==> config.mk <==
export PLATFORM = sky130hd
export DESIGN_NAME = mem_port_arbiter
export DESIGN_NICKNAME = d
export VERILOG_FILES = /design/src/rtl/mem_port_arbiter.sv
export SDC_FILE = /design/constraint.sdc
export NUM_CORES = 1
export LEC_CHECK = 0
export CAP_MARGIN = 20
export CORE_MARGIN = 2
export CORE_UTILIZATION = 38
export DETAILED_ROUTE_END_ITERATION = 7
export PLACE_DENSITY = 0.81
export SETUP_SLACK_MARGIN = 0.4
export SYNTH_ARGS = -nofsm -noshare
export SYNTH_HDL_FRONTEND = slang
export SYNTH_SLANG_ARGS = --single-unit
==> constraint.sdc <==
create_clock -name clk -period 2.5 [get_ports clk]
set_clock_uncertainty 0.1 [all_clocks]
set_input_delay 0.75 -clock clk [delete_from_list [all_inputs] [get_ports clk]]
set_output_delay 0.75 -clock clk [all_outputs]
set_load 0.02 [all_outputs]
==> src/rtl/mem_port_arbiter.sv <==
// mem_port_arbiter: shares one single-ported RAM between the fetch and data ports.
// Data accesses win by default; a starvation counter forces a fetch grant after
// STARVE_LIMIT consecutive data grants with a fetch waiting.
// Optional one-entry fetch buffer is enabled by defining INST_BUF_EN.
module mem_port_arbiter #(
  parameter int unsigned ADDR_WIDTH   = 32,
  parameter int unsigned STARVE_LIMIT = 4
) (
  input  logic                  clk,
  input  logic                  rst,
  input  logic                  inst_ren,
  input  logic [ADDR_WIDTH-1:0] inst_addr,
  output logic [31:0]           inst_data,
  output logic                  inst_stall,
  input  logic                  mem_ren,
  input  logic                  mem_wen,
  input  logic [ADDR_WIDTH-1:0] mem_addr,
  input  logic [31:0]           mem_dout,
  output logic [31:0]           mem_din,
  output logic                  mem_stall,
  output logic                  ram_req,
  output logic                  ram_wen,
  output logic [ADDR_WIDTH-1:0] ram_addr,
  output logic [31:0]           ram_wdata,
  input  logic [31:0]           ram_rdata,
  input  logic                  ram_ack
);

  localparam int unsigned DATA_W = 32;
  localparam int unsigned CNT_W  = $clog2(STARVE_LIMIT + 1);
  localparam int unsigned TAG_W  = ADDR_WIDTH - 2;

  typedef enum logic [1:0] {
    IDLE  = 2'd0,
    GNT_D = 2'd1,
    GNT_I = 2'd2
  } state_e;

  state_e                state_q, state_d;
  logic                  ram_req_q, ram_req_d;
  logic                  ram_wen_q, ram_wen_d;
  logic [ADDR_WIDTH-1:0] ram_addr_q, ram_addr_d;
  logic [DATA_W-1:0]     ram_wdata_q, ram_wdata_d;
  logic [DATA_W-1:0]     inst_data_q, inst_data_d;
  logic [DATA_W-1:0]     mem_din_q, mem_din_d;
  logic [CNT_W-1:0]      starve_cnt_q, starve_cnt_d;

  logic data_req;
  logic fetch_req;
  logic starve_full;
  logic ack_i;
  logic ack_d;
  logic buf_hit;
  logic grant_d;
  logic grant_i;

`ifdef INST_BUF_EN
  logic              buf_valid_q, buf_valid_d;
  logic [TAG_W-1:0]  buf_tag_q, buf_tag_d;
  logic [DATA_W-1:0] buf_data_q, buf_data_d;

  // Buffer hit: fetch served from the buffer while the RAM is idle or busy with data
  assign buf_hit = buf_valid_q & inst_ren & (state_q != GNT_I)
                 & (buf_tag_q == inst_addr[ADDR_WIDTH-1:2]);
`else
  assign buf_hit = 1'b0;
`endif

  assign data_req    = mem_ren | mem_wen;
  assign fetch_req   = inst_ren & ~buf_hit;
  assign starve_full = (starve_cnt_q == CNT_W'(STARVE_LIMIT));
  assign ack_i       = ~rst & ram_ack & (state_q == GNT_I);
  assign ack_d       = ~rst & ram_ack & (state_q == GNT_D);

  // Stalls and read-data pass-through; both stalls forced low during reset
  assign inst_stall = ~rst & inst_ren & ~ack_i & ~buf_hit;
  assign mem_stall  = ~rst & data_req & ~ack_d;
  assign mem_din    = (ack_d & ~ram_wen_q) ? ram_rdata : mem_din_q;
`ifdef INST_BUF_EN
  assign inst_data  = ack_i ? ram_rdata : (buf_hit ? buf_data_q : inst_data_q);
`else
  assign inst_data  = ack_i ? ram_rdata : inst_data_q;
`endif

  assign ram_req   = ram_req_q;
  assign ram_wen   = ram_wen_q;
  assign ram_addr  = ram_addr_q;
  assign ram_wdata = ram_wdata_q;

  // Next-state: arbitration, grant capture, ack completion, starvation count
  always_comb begin
    state_d      = state_q;
    ram_req_d    = ram_req_q;
    ram_wen_d    = ram_wen_q;
    ram_addr_d   = ram_addr_q;
    ram_wdata_d  = ram_wdata_q;
    inst_data_d  = inst_data_q;
    mem_din_d    = mem_din_q;
    starve_cnt_d = starve_cnt_q;
    grant_d      = 1'b0;
    grant_i      = 1'b0;
`ifdef INST_BUF_EN
    buf_valid_d  = buf_valid_q;
    buf_tag_d    = buf_tag_q;
    buf_data_d   = buf_data_q;
`endif

    case (state_q)
      IDLE: begin
        if (data_req && !(fetch_req && starve_full)) begin
          grant_d = 1'b1;
        end else if (fetch_req) begin
          grant_i = 1'b1;
        end
      end
      GNT_D: begin
        if (ram_ack) begin
          state_d   = IDLE;
          ram_req_d = 1'b0;
          ram_wen_d = 1'b0;
          if (!ram_wen_q) begin
            mem_din_d = ram_rdata;
          end
        end
      end
      GNT_I: begin
        if (ram_ack) begin
          state_d     = IDLE;
          ram_req_d   = 1'b0;
          inst_data_d = ram_rdata;
`ifdef INST_BUF_EN
          buf_valid_d = 1'b1;
          buf_tag_d   = ram_addr_q[ADDR_WIDTH-1:2];
          buf_data_d  = ram_rdata;
`endif
        end
      end
      default: begin
        state_d   = IDLE;
        ram_req_d = 1'b0;
      end
    endcase

    if (grant_d) begin
      state_d     = GNT_D;
      ram_req_d   = 1'b1;
      ram_wen_d   = mem_wen;
      ram_addr_d  = mem_addr;
      ram_wdata_d = mem_dout;
`ifdef INST_BUF_EN
      if (mem_wen && (mem_addr[ADDR_WIDTH-1:2] == buf_tag_q)) begin
        buf_valid_d = 1'b0;
      end
`endif
    end

    if (grant_i) begin
      state_d    = GNT_I;
      ram_req_d  = 1'b1;
      ram_wen_d  = 1'b0;
      ram_addr_d = inst_addr;
    end

    if (!inst_ren || grant_i || buf_hit) begin
      starve_cnt_d = '0;
    end else if (grant_d && !starve_full) begin
      starve_cnt_d = starve_cnt_q + CNT_W'(1);
    end
  end

  // State register with synchronous reset
  always_ff @(posedge clk) begin
    if (rst) begin
      state_q      <= IDLE;
      ram_req_q    <= 1'b0;
      ram_wen_q    <= 1'b0;
      ram_addr_q   <= '0;
      ram_wdata_q  <= '0;
      inst_data_q  <= '0;
      mem_din_q    <= '0;
      starve_cnt_q <= '0;
`ifdef INST_BUF_EN
      buf_valid_q  <= 1'b0;
      buf_tag_q    <= '0;
      buf_data_q   <= '0;
`endif
    end else begin
      state_q      <= state_d;
      ram_req_q    <= ram_req_d;
      ram_wen_q    <= ram_wen_d;
      ram_addr_q   <= ram_addr_d;
      ram_wdata_q  <= ram_wdata_d;
      inst_data_q  <= inst_data_d;
      mem_din_q    <= mem_din_d;
      starve_cnt_q <= starve_cnt_d;
`ifdef INST_BUF_EN
      buf_valid_q  <= buf_valid_d;
      buf_tag_q    <= buf_tag_d;
      buf_data_q   <= buf_data_d;
`endif
    end
  end

endmodule

; Yosys cells after proc, flatten, opt, wreduce, memory -nomap -nowiden
; Cells that the tools add are included.
; W data, S select, Z words.
[totals]
word_cells = 68
in_bits = 134
ff_bits = 135
[op_classes]
n_mux = 19
reduce_logical = 19
add_sub_neg = 1
n_eq_ne = 7
n_bitwise = 13
[ops]
columns = operator, n
row1 = $mux W32, 4
row2 = $mux W1, 10
row3 = $and A1 B1 Y1, 8
row4 = $reduce_and A2 Y1, 4
row5 = $mux W2, 3
row6 = $reduce_bool A2 Y1, 3
row7 = $reduce_or A2 Y1, 3
row8 = $ne A4 B1 Y1 const B, 1
row9 = $not A1 Y1, 4
row10 = $pmux W2 S2, 1
row11 = $add A3 B1 Y3 const B, 1
row12 = $eq A3 B3 Y1 const B, 1
row13 = $logic_and A1 B1 Y1, 3
row14 = $logic_not A1 Y1, 3
row15 = $ne A3 B1 Y1 const B, 1
row16 = $ne A3 B3 Y1 const B, 1
row17 = $reduce_and A3 Y1, 1
row18 = $eq A2 B1 Y1 const B, 1
row19 = $eq A2 B2 Y1 const B, 1
row20 = $logic_not A2 Y1, 1
row21 = $ne A2 B2 Y1 const B, 1
row22 = $pmux W1 S2, 1
row23 = $logic_or A1 B1 Y1, 1
row24 = $or A1 B1 Y1, 1

; Depth between registers and ports, before layout
; Gate-level depths: netlist of the first run.
[depth]
word_depth = 8
ltp_mapped = 8

; Worst setup path after synthesis of the first run
; Ideal clock, no wire load.
[synth_path]
path_kind = input-to-output
start = input rst
end = output mem_din[26]
path_slack_ns = -0.197
path_stages = 4
path_buffers = 2
required_time_ns = 1.650
arrival_ns = 1.847
cell_sequence = buf_4 > nor3_4 > buf_6 > mux2_1
[synth_via]
elab_chain_len = 5
[synth_rtl]
columns = item, line
row1 = from (decl), 10  ; input logic rst,
row2 = $not A1 Y1, 73  ; assign ack_d = ~rst & ram_ack & (state_q == GNT_D);
row3 = $and A1 B1 Y1 (2 in series), 73
row4 = $and A1 B1 Y1, 78  ; assign mem_din = (ack_d & ~ram_wen_q) ? ram_rdata : mem_din_q;
row5 = $mux W32, 78
row6 = to (decl), 19  ; output logic [31:0] mem_din,
; No other way between the ends.

; Worst setup path in the final report of the first run
[layout_path]
start = input ram_ack
end = output mem_din[3]
[layout_via]
elab_chain_len = 4
[layout_rtl]
columns = item, line
row1 = from (decl), 26  ; input logic ram_ack
row2 = $and A1 B1 Y1 (2 in series), 73
row3 = $and A1 B1 Y1, 78
row4 = $mux W32, 78
; No other way between the ends.

==> results.toml, run 1 <==
[outcome]
status = "finished, violations left"
failed_checks = "setup timing"

[setup_path]
crit_path_max_fanout = 10
timing_worst_setup_path_type = "input pin to primary output"
critPathLaunchType = "input pin"
cp.required_ns = 1.65
reg2reg_depth = 9
crit_path_end_kind = "primary output"
crit_arrival_ns = 2.03

[timing]
maxSlewViolCount = 0
relSlewSlack = 0.498
finalSetupViolCount = 64
worst_pin_slew_ns = 0.753
max_freq_ghz = 0.347
finalHoldViolations = 0
period_share = 1.15
setup_slack_ns = -0.383
rsz0062_at_grt = "true"
finalCriticalPeriod_ns = 2.88

[logic_synthesis]
synth-xor-area-share = 0
syn-num-nets = 741
synth_commonest_cells = "dfxtp_1, nand3_1, o21ai_0"
syn_avg_cell_area_um2 = 9.86
synth.most_common_cell = "dfxtp_1"
synth_flop_cell = "dfxtp_1"
synth_edf_count = 0
synth_compound_area_frac = 0.250
synth_cells = 602
ys_top_cells_by_area = "dfxtp_1, mux2_2, a22o_1"
muxShareOfSynthArea = 0.121
ys_seq_area_frac = 0.456
yosysTopAreaCell = "dfxtp_1"
yosys_warnings = 0
synth-simple-area-share = 0.0976
synth_top_cell_area_share = 0.456
synthAdderAreaFrac = 0.0105
async_reset_ff_frac = 0
synth_seq_cells = 135
synth_top_family_by_area = "compound AO/OA/AOI/OAI gates"
netlist_area_um2 = 5930
synth_cell_types = 34

[floorplanning]
core_um2 = 15200
ios = 266
fp.dieW_um = 129
die_area_um2 = 16600
rows = 45
start_util = 0.390
fp.dieH_um = 129

[placement]
dpl.cell_count = 1069
io_buffer_count = 265
gp_congestion = 0.797
hpwl_mm = 13.4
dpl_worst_slack_ns = -1.16

[global_route]
met2_usage = 0.442
met1_usage = 0.301
grt-busiest-layer = "met2"
grt-ovfl-total = 0
grt_usage = 0.259
antenna_found_initial = 2
first_global_vias = 6337
gr-usage-met3 = 0.0861
grt_pass1_wl_mm = 33.8
grt_start_max_net_pins = 68

[route]
postRouteAntennaNets = 0
wirelength_mm = 22.7
drtIter0Drc = 514
wl_per_cell_um = 20.1
via_per_inst = 5.69
via_count = 6403
drcViolationCount = 0
first_pass_iters = 5

[power]
ir_drop_v = 0.000436
power_density_nw_per_um2 = 592
fin_total_pwr_mw = 6.24
power.leakage_nw = 4.47

[cts]
cts_tree = "done"
clockBufferDepth = 2
clk_latency_ns = 0.41
clk_pin_slew_worst_paths_ns = 0.05
cts.sinks = 135
htreeDepth = 4
numCtsBuffers = 17
clockRootBuffer = "clkbuf_16"
ctsHoldBuffers = 0

[cells_and_area]
final_cell_count_no_fill = 1126
fillerInstances = 1102
drive_gt1_frac = 0.305
fin_nets = 1063
synthToLayoutAreaGrowth_pct = 77.6

[hold_path]
min_delay_path_depth = 2
hold_class = "flop to flop"

[job]
drv_cap = 0
## through the flow
step,hold WS (ns),cell area [um^2],utilization,TNS (ns)
global placement,0.353,9460,0.622,-66.51
finish,0.370,10500,0.693,-20.36
detailed placement,0.357,9460,0.622,-68.43
CTS,0.371,10300,0.679,-20.07
global route,0.382,10500,0.693,-24.48
floorplan,0.338,6190,-,-4.27
## where the power goes
group / switching (mW) / total, mW / internal (mW)
combinational: 0.700 / 1.42 / 0.722
clock: 0.960 / 2.45 / 1.49
sequential: 0.0732 / 2.37 / 2.29
## path summary, 6_finish.rpt
kind | from | to | slack, ns
worst min register to register | ram_wdata[12]$_SDFFE_PP0P_ | ram_wdata[12]$_SDFFE_PP0P_ | 0.37
worst max register to register | state_q[0]$_SDFFE_PP0P_ | inst_data_q[18]$_SDFFE_PP0P_ | 0.49
worst min-delay path | ram_wdata[12]$_SDFFE_PP0P_ | ram_wdata[12]$_SDFFE_PP0P_ | 0.37
worst max-delay path | ram_ack | mem_din[3] | -0.38
## cell families (layout without fill, tap and decap cells)
logic type      after synthesis  count (layout)
compound gates              214             214
fa+ha+maj                     5               5
simple gates                112             112
flops                       135             135
mux                          64              64
buf+inv                      72             407
other cells                   0               1
## final cells by class
| type | count | area, um^2 | area share |
|---|---|---|---|
| repair buffers | 368 | 3820 | 0.362 |
| clock buffers | 20 | 447 | 0.0424 |
| flip-flops and latches | 135 | 2710 | 0.257 |
| clock inverters | 12 | 129 | 0.0122 |
| multi-input cells | 395 | 3170 | 0.301 |
| inverters | 7 | 28.8 | 0.00273 |
| well taps | 188 | 235 | 0.0223 |
| diodes | 1 | 2.50 | 0.000237 |
## critical path: stages
cell,delay [ns]
clkdlybuf4s15_2,0.23
nand2_4,0.07
nor3_4,0.18
buf_6,0.17
buf_16,0.16
mux2_4,0.31
buf_2,0.16
## placed cells by master, fill, tap and decap left out, types with 3 or more instances in the layout
master and n:
mux2_4 64, buf_6 64, buf_16 6, clkinv_4 3, clkinv_2 4, buf_4 71
o21ai_0 67, buf_2 7, clkdlybuf4s50_1 129, a21oi_1 36, clkinvlp_4 3, nor3_1 32
dlygate4sd2_1 67, a22o_1 64, dfxtp_1 133, inv_1 5, buf_12 17, a311oi_1 32
nand3_1 67, clkbuf_16 19
## metal layers
layer  vias up  wire length, um
li1       2940                -
met1      3078             8650
met2       338            11300
met3        45             2140
met4         2              566
met5         -               13
## timing repair
| action | in CTS | in global routing |
|---|---|---|
| pin swaps | 6 | 2 |
| resized for setup | 445 | 51 |
| buffers inserted | 13 | 1 |
| setup endpoints to repair | 132 | 72 |
| gates cloned | 8 | 2 |
## flip-flops by register name, summed over array words and instances (netlist names)
signal,count
ram_wdata,32
ram_req,1
mem_din_q,32
inst_data_q,32
ram_addr,32
state_q,2
starve_cnt_q,3
ram_wen,1
No activity file was read; power rests on OpenSTA's default activity.
==> run 2, diff against run 1 <==
--- a/config.mk
+++ b/config.mk
@@ -8,6 +8,7 @@
 export CAP_MARGIN = 20
 export CORE_MARGIN = 2
 export CORE_UTILIZATION = 38
+export CTS_CLUSTER_DIAMETER = 60
 export DETAILED_ROUTE_END_ITERATION = 7
 export PLACE_DENSITY = 0.81
 export SETUP_SLACK_MARGIN = 0.4
==> results of run 2 <==
No change in the layout: final DEF, timing and power equal those of run 1.
==> run 3, diff against run 2 <==
--- a/config.mk
+++ b/config.mk
@@ -8,6 +8,7 @@
 export CAP_MARGIN = 20
 export CORE_MARGIN = 2
 export CORE_UTILIZATION = 38
+export CTS_BUF_LIST = sky130_fd_sc_hd__clkbuf_16
 export CTS_CLUSTER_DIAMETER = 60
 export DETAILED_ROUTE_END_ITERATION = 7
 export PLACE_DENSITY = 0.81
==> run 3 against run 2 <==
  * The run still ends with setup timing left
  * Hold slack barely moved
  * Sequential power about the same
  * Combinational power about the same
  * Setup slack got worse by 0.0022 ns
  * Fmax about the same
  * Power fell by 0.67%
  * Clock power fell by 2%
  * Largest power group unchanged
  * Sequential cell count is the same
  * Sequential share of layout area hardly changed
==> results.toml, run 3 (synthesized netlist as in run 1, its figures left out) <==
[outcome]
status = "finished, violations left"
failed_checks = "setup timing"

[job]
drv_cap = 0

[timing]
setup_tns_ns = -20.51
finalCriticalPeriod_ns = 2.89
max_freq_ghz = 0.347
finalSetupViolCount = 64
worst_pin_slew_ns = 0.755
setup_slack_ns = -0.385
hold_slack_ns = 0.370
rsz0062_at_grt = "true"
relSlewSlack = 0.497
maxSlewViolCount = 0
finalHoldViolations = 0
period_share = 1.15

[global_route]
grt_pass1_wl_mm = 33.8
grt-ovfl-total = 0
grt_usage = 0.260
first_global_vias = 6354
grt_start_max_net_pins = 68
antenna_found_initial = 2

[setup_path]
crit_buf_inv = 4
cp.required_ns = 1.65
reg2reg_depth = 9
reg2reg_slack_ns = 0.49
cp_num_cells = 7
timing_worst_setup_path_type = "input pin to primary output"
critPathLaunchType = "input pin"
slowest_stage = "mux2_4"
cp_cell_sequence = "clkdlybuf4s15_2 > nand2_4 > nor3_4 > buf_6 > buf_16 > mux2_4 > buf_2"
crit_arrival_ns = 2.04
r2r_end = "inst_data_q[18]$_SDFFE_PP0P_"
crit_path_max_fanout = 10
rr_startpoint = "state_q[0]$_SDFFE_PP0P_"
timing.critical_path.max_delay_family = "buffers and inverters"
crit_path_end_kind = "primary output"
crit_path_max_incr_delay_ns = 0.31

[route]
drcViolationCount = 0
wl_per_cell_um = 20.2
via_count = 6403
postRouteAntennaNets = 0
via_per_inst = 5.69
first_pass_iters = 5
drtIter0Drc = 563
wirelength_mm = 22.7

[hold_path]
hp-start = "ram_wdata[12]$_SDFFE_PP0P_"
holdPathEnd = "ram_wdata[12]$_SDFFE_PP0P_"
hold_class = "flop to flop"
min_delay_path_depth = 2

[floorplanning]
die_area_um2 = 16600
core_um2 = 15200
ios = 266
rows = 45
fp.dieH_um = 129
fp.dieW_um = 129
start_util = 0.390

[cts]
ctsHoldBuffers = 0
cts_tree = "done"
cts.sinks = 135
clockBufferDepth = 2
clk_latency_ns = 0.41
clockRootBuffer = "clkbuf_16"
clk_pin_slew_worst_paths_ns = 0.05
numCtsBuffers = 17
htreeDepth = 4

[placement]
dpl.cell_count = 1069
hpwl_mm = 13.4
gp_congestion = 0.797
postPlaceCellArea_um2 = 9460
io_buffer_count = 265

[power]
power.leakage_nw = 4.47
fin_total_pwr_mw = 6.20
ir_drop_v = 0.000431
power_density_nw_per_um2 = 589

[cells_and_area]
finalInstanceArea_um2 = 10500
final_common_cell = "dfxtp_1"
fin_nets = 1063
synthToLayoutAreaGrowth_pct = 77.4
drive_gt1_frac = 0.304
final_cell_count_no_fill = 1126
layout_common_cells = "dfxtp_1, clkdlybuf4s50_1, buf_4"
==> run 3: worst register-to-register path, cell delays in order (launching register included) <==
cell,delay [ns]
dfxtp_4,0.36
inv_2,0.06
ha_4,0.16
and3_4,0.24
buf_12,0.15
buf_16,0.13
buf_4,0.14
buf_4,0.17
buf_4,0.15
a22o_1,0.24
==> run 3: what timing repair did <==
item	in CTS	in global routing
endpoints found under the setup margin	132	72
buffers inserted	13	1
endpoints found under the hold margin	0	0
resized for setup	445	51
pin swaps	6	2
gates cloned	8	2
==> run 3: worst max-delay path by stage <==
stage	to	slack [ns]	start
2_1_floorplan	mem_din[10]	-0.08	rst
3_3_place_gp	mem_din[31]	-1.09	ram_ack
3_5_place_dp	mem_din[2]	-1.16	ram_ack
4_1_cts	mem_din[7]	-0.36	state_q[1]$_SDFFE_PP0P_
5_1_grt	mem_din[11]	-0.46	state_q[1]$_SDFFE_PP0P_
6_report	mem_din[3]	-0.39	ram_ack
==> run 3: through the flow <==
step | setup WS [ns] | utilization
detailed placement | -1.16 | 0.622
floorplan | -0.0802 | -
global placement | -1.09 | 0.622
global route | -0.463 | 0.693
finish | -0.385 | 0.693
CTS | -0.361 | 0.678
==> run 3: layer usage <==
layer | wire, um | global-route usage | up-vias
li1 | - | - | 2944
met1 | 8690 | 0.300 | 3083
met2 | 11400 | 0.444 | 327
met3 | 2060 | 0.0861 | 47
met4 | 590 | 0.104 | 2
met5 | 13 | 0 | -
==> run 3: final cells by class <==
| class | count | area (um^2) |
|---|---|---|
| clock buffers | 17 | 425 |
| clock inverters | 15 | 140 |
| well taps | 188 | 235 |
| multi-input cells | 395 | 3170 |
| repair buffers | 368 | 3820 |
| diodes | 1 | 2.50 |
| inverters | 7 | 28.8 |
| fillers | 1106 | 4670 |
| flip-flops and latches | 135 | 2710 |
==> run 3: power breakdown <==
| group | total, mW | switching (mW) | internal (mW) |
|---|---|---|---|
| Combinational | 1.42 | 0.700 | 0.722 |
| Clock | 2.41 | 0.957 | 1.45 |
| Sequential | 2.37 | 0.0730 | 2.29 |
